**src/rtl/lc3b_types.sv**
```systemverilog
// Shared LC-3b memory-side types plus the L2 arbiter state encodings.
package lc3b_types;

  typedef logic [15:0]  lc3b_word;
  typedef logic [127:0] lc3b_line;

  typedef enum logic [1:0] {
    ARB_IDLE,
    ARB_SERVE_I,
    ARB_SERVE_D
  } l2_arb_state_t;

  typedef enum logic {
    SRC_I,
    SRC_D
  } arb_src_t;

endpackage

```
**src/rtl/l2_arbiter_control.sv**
```systemverilog
// Arbitration FSM: picks I or D from IDLE, holds the grant until the L2 responds,
// and remembers the last winner for round-robin tie-breaks.
module l2_arbiter_control
  import lc3b_types::*;
#(
  parameter bit RR_EN = 1'b1
) (
  input  logic clk,
  input  logic reset,
  input  logic ireq,
  input  logic dreq,
  input  logic l2_resp,
  output logic active,
  output logic sel_d
);

  l2_arb_state_t state_q, state_d;
  arb_src_t      last_grant_q, last_grant_d;

  always_ff @(posedge clk or posedge reset) begin
    if (reset) begin
      state_q      <= ARB_IDLE;
      last_grant_q <= SRC_I;
    end else begin
      state_q      <= state_d;
      last_grant_q <= last_grant_d;
    end
  end

  always_comb begin
    state_d      = state_q;
    last_grant_d = last_grant_q;
    case (state_q)
      ARB_IDLE: begin
        // A response seen here is spurious and deliberately ignored.
        if (ireq && dreq) begin
          if (RR_EN) state_d = (last_grant_q == SRC_I) ? ARB_SERVE_D : ARB_SERVE_I;
          else       state_d = ARB_SERVE_D;
        end else if (dreq) begin
          state_d = ARB_SERVE_D;
        end else if (ireq) begin
          state_d = ARB_SERVE_I;
        end
      end
      ARB_SERVE_I: begin
        if (l2_resp) begin
          state_d      = ARB_IDLE;
          last_grant_d = SRC_I;
        end
      end
      ARB_SERVE_D: begin
        if (l2_resp) begin
          state_d      = ARB_IDLE;
          last_grant_d = SRC_D;
        end
      end
      default: state_d = ARB_IDLE;
    endcase
  end

  assign active = (state_q != ARB_IDLE);
  assign sel_d  = (state_q == ARB_SERVE_D);

endmodule

```
**src/rtl/l2_arbiter.sv**
```systemverilog
// Shares the single L2 port between the L1 I-cache and D-cache; routing is purely
// combinational from the registered grant so the L2 strobe follows the grant cycle.
module l2_arbiter
  import lc3b_types::*;
#(
  parameter bit RR_EN = 1'b1
) (
  input  logic     clk,
  input  logic     reset,
  input  lc3b_word i_mem_addr,
  input  logic     i_mem_read,
  output lc3b_line i_mem_rdata,
  output logic     i_mem_resp,
  input  lc3b_word d_mem_addr,
  input  lc3b_line d_mem_wdata,
  input  logic     d_mem_read,
  input  logic     d_mem_write,
  output lc3b_line d_mem_rdata,
  output logic     d_mem_resp,
  output lc3b_word l2_mem_addr,
  output lc3b_line l2_mem_wdata,
  output logic     l2_mem_read,
  output logic     l2_mem_write,
  input  lc3b_line l2_mem_rdata,
  input  logic     l2_mem_resp
);

  logic active, sel_d;
  logic serve_i, serve_d;

  l2_arbiter_control #(.RR_EN(RR_EN)) u_control (
    .clk     (clk),
    .reset   (reset),
    .ireq    (i_mem_read),
    .dreq    (d_mem_read | d_mem_write),
    .l2_resp (l2_mem_resp),
    .active  (active),
    .sel_d   (sel_d)
  );

  assign serve_i = active & ~sel_d;
  assign serve_d = active & sel_d;

  always_comb begin
    l2_mem_addr  = '0;
    l2_mem_wdata = '0;
    l2_mem_read  = 1'b0;
    l2_mem_write = 1'b0;
    if (serve_d) begin
      l2_mem_addr  = d_mem_addr;
      l2_mem_wdata = d_mem_wdata;
      l2_mem_read  = d_mem_read;
      l2_mem_write = d_mem_write;
    end else if (serve_i) begin
      l2_mem_addr  = i_mem_addr;
      l2_mem_read  = i_mem_read;
    end
  end

  // Data is broadcast; each requester qualifies it with its own resp.
  assign i_mem_rdata = l2_mem_rdata;
  assign d_mem_rdata = l2_mem_rdata;
  assign i_mem_resp  = serve_i & l2_mem_resp;
  assign d_mem_resp  = serve_d & l2_mem_resp;

endmodule

```
**config.mk**
```make
export PLATFORM = sky130hd
export DESIGN_NAME = l2_arbiter
export DESIGN_NICKNAME = d
export VERILOG_FILES = /design/src/rtl/lc3b_types.sv /design/src/rtl/l2_arbiter_control.sv /design/src/rtl/l2_arbiter.sv
export SDC_FILE = /design/constraint.sdc
export NUM_CORES = 1
export LEC_CHECK = 0
export ABC_AREA = 0
export BUFFER_PORTS_ARGS = -buffer_cell sky130_fd_sc_hd__buf_4
export CORE_AREA = 2 2 273 275
export CTS_BUF_LIST = sky130_fd_sc_hd__clkbuf_16
export CTS_CLUSTER_DIAMETER = 60
export CTS_CLUSTER_SIZE = 40
export DETAILED_ROUTE_END_ITERATION = 12
export DIE_AREA = 0 0 275 277
export GPL_TIMING_DRIVEN = 0
export PLACE_DENSITY = 0.3
export REMOVE_ABC_BUFFERS = 1
export SYNTH_ARGS = -nofsm -noshare
export SYNTH_HDL_FRONTEND = slang
export SYNTH_SLANG_ARGS = --single-unit
```
**constraint.sdc**
```tcl
create_clock -name clk -period 1.4 [get_ports clk]
set_input_delay 0.21 -clock clk [delete_from_list [all_inputs] [get_ports clk]]
set_output_delay 0.21 -clock clk [all_outputs]
set_load 0.05 [all_outputs]
```
==> flow_summary.yaml <==
clock_network:
  htree_num_levels: 1
  clock-sinks: 3
  numCtsBuffers: 3
  tritoncts: "yes"
  clkLatencyLatePin_ps: 230
  clockBufferDepth: 2
  clk_pin_slew_ps: 30
  cts_root_buf: "clkbuf_16"
synth:
  synthAdderAreaFrac: 0.0155
  synth_top_family_by_area: "buffers and inverters"
  ys_seq_area_frac: 0.0232
  syn_inst: 448
  yosys_warnings: 0
  synth-compound-area-share: 0.0530
  synthMuxAreaShare: 0.00774
  synth-seq-cells: 3
  syn_area_um2: 3230
  synthXorXnorAreaFrac: 0
  synth-simple-area-share: 0.272
  syn_avg_cell_area_um2: 7.22
  post_synth_num_cell_types: 20
floorplanning:
  fp-row-count: 100
  fp.coreArea_um2: 73600
  die_w_um: 275
  start_util: 0.0440
  io_pins: 698
  dieHeight_um: 277
  dieArea_um2: 76200
placed_design:
  io_buffers: 313
  finalWeightedCongestion: 0.870
  dp_hpwl_um: 68000
  placed_area_um2: 4820
  place_inst: 1457
finish:
  syn2layout_area_growth_pct: 123
  fill_cells: 8564
  regArea_um2: 76.3
  design_area_um2: 7200
  final_layout_size_suffix_gt1_frac: 0.897
  final_cells: 1496
  multi_input_area_um2: 1440
  nNetsFinal: 822
pwr:
  report.power.total_w: 0.0135
  p_leak_nw: 3.00
  powerDensity_nw_per_um2: 1870
  peakVddDrop_mv: 0.856
setup_path:
  worst_path_max_delay_cell: "dfrtp_1"
  crit_top_cell: "buf_12"
  crit_fanout: 6
  start_kind: "flip-flop"
  path_class: "flip-flop to output pin"
  end_kind: "output pin"
  ff2ff_setup_slack_ps: -100
  r2r_start: "u_control.state_q[0]"
  regToRegEndpoint: "u_control.state_q[1]"
  crit_chain: "inv_2 > ha_4 > buf_12 > clkbuf_16 > and2_4 > buf_12"
  arrival_ps: 1580
  required_ps: 1190
  r2r_cells: 6
  critPathMaxStageDelay_ps: 380
detailed_routing:
  wirelength_um: 77100
  routedWlPerCell_um: 51.5
  viasPerCell: 2.59
  drtIter0Drc: 226
  vias: 3873
  antenna_left: 0
  first_pass_iters: 4
  drc_errors: 0
sta:
  hold_viol_final: 0
  grt_setup_unrepaired: "yes"
  fin_crit_ps: 1790
  max_freq_mhz: 560
  setup_viol: 150
  worst_pin_slew_ps: 212
  finalHoldWorstSlack_ps: 291
  final_max_slew_viol_count: 0
  timing.clock.skew_ps: 0.208
  slew_headroom: 0.858
  min_period_over_period: 1.28
  worst_slack_ps: -386
global_route:
  gr-usage-all-layers: 0.192
  grt_pass1_wl_um: 86000
  gr-total-overflow: 0
  grt_max_degree: 22
  grt_pass1_vias: 3905
  antenna_found_initial: 7
worst_hold_path:
  hold_end: "u_control.last_grant_q"
  hold_depth: 3
  holdCritPathClass: "input port to flip-flop"
  hp-start: "l2_mem_resp"
outcome:
  status: "complete, but fails checks"
  violations: "negative setup slack"
job:
  maxCapViolCount: 0
==> routing by layer <==
metal	track usage	share of wire	vias up
met5	0.0873	0.013	-
met3	0.268	0.28	39
met2	0.271	0.40	830
met1	0.158	0.30	1697
met4	0.0143	0.0070	28
li1	-	-	1279
==> where the power goes <==
part           switching (W)  internal, W  leakage (nW)  total, W
Sequential         0.0000356     0.000128        0.0350  0.000164
Clock              0.0000867     0.000369        0.0423  0.000456
Combinational        0.00702      0.00584          2.92    0.0129
Total                0.00714      0.00634          3.00    0.0135
==> flip-flops by register name (all words and copies together) (netlist names) <==
signal / cells
u_control.state_q: 2
u_control.last_grant_q: 1
==> worst max path at each step <==
stage / endpoint / slack [ps] / depth (start not counted) / startpoint
6_report: l2_mem_wdata[93] / -390 / 6 / u_control.state_q[0]
5_1_grt: l2_mem_addr[14] / -460 / 6 / u_control.state_q[0]
4_1_cts: l2_mem_wdata[20] / -400 / 6 / u_control.state_q[0]
3_5_place_dp: l2_mem_wdata[91] / -920 / 5 / u_control.state_q[0]
3_3_place_gp: l2_mem_read / -4050 / 5 / u_control.state_q[0]
2_1_floorplan: i_mem_resp / -1940 / 3 / u_control.state_q[0]
==> through the flow <==
stage | setup TNS [ps] | utilization | setup slack (ps)
after global placement | -551800 | 0.0650 | -4050
after CTS | -53380 | 0.0855 | -399
after global routing | -60910 | 0.0977 | -460
after floorplan | -264400 | - | -1940
final | -52160 | 0.0979 | -386
after detailed placement | -113070 | 0.0656 | -920
==> synth_stat cells <==
master	instances	area (um2)
buf_4	258	1940
and2_1	129	807
a22o_1	17	149
clkbuf_2	10	50.1
inv_1	5	18.8
ha_1	4	50.1
nand2_1	4	15.0
buf_2	3	15.0
clkbuf_1	3	11.3
dfrtp_1	3	75.1
nor2_1	3	11.3
a21oi_2	1	8.76
and2_2	1	7.51
mux2_4	1	15.0
mux2i_1	1	10.0
nor2_4	1	11.3
nor3_1	1	5.00
nor4b_4	1	23.8
o21ai_0	1	5.00
o2bb2ai_1	1	8.76
==> critical path, delay by kind of cell (launching register included) <==
kind | cells | cell delay, ps
adder cells (fa/ha/maj) | 1 | 210
buffers and inverters | 4 | 570
flip-flops | 1 | 380
AND/OR/NAND/NOR | 1 | 150
==> cell usage in the layout (no fill, tap or decap) <==
cell	instances
buf_4	170
and2_4	111
buf_12	89
buf_6	39
buf_8	32
and2_1	18
a22o_1	17
buf_16	9
clkbuf_16	8
diode_2	4
inv_1	4
nand2_1	4
nor2_1	3
ha_4	2
ha_1	2
dfrtp_1	2
o2bb2ai_1	1
nor4b_4	1
a21oi_2	1
mux2_4	1
o21ai_0	1
inv_2	1
nor2_4	1
inv_4	1
nor3_4	1
and2_2	1
mux2i_1	1
dlygate4sd3_1	1
dfrtp_2	1
==> cell type report <==
class                      instances  share of cell area
clock inverter                     1            0.000521
multi-input combinational        166               0.200
timing repair buffer             345               0.606
tap                              969               0.168
antenna                            4             0.00139
inverter                           5             0.00295
clock buffer                       3              0.0104
sequential                         3              0.0106
==> what timing repair did <==
item | in CTS | in global routing
endpoints found under the setup margin | 151 | 150
cloned | 8 | 7
endpoints found under the hold margin | 3 | 0
hold buffers | 1 | 0
pin swaps | 4 | 2
setup buffers | 14 | 2
resized for setup | 273 | 207
==> kinds of logic (layout without fill, tap and decap cells) <==
kind of cell,after synthesis,in the layout
other,0,4
AOI/OAI and AO/OA,20,20
adders and majority gates,4,4
and+or+nand+nor,140,140
DFF,3,3
buffers and inverters,279,354
muxes,2,2
No activity file was read; power rests on OpenSTA's default activity.
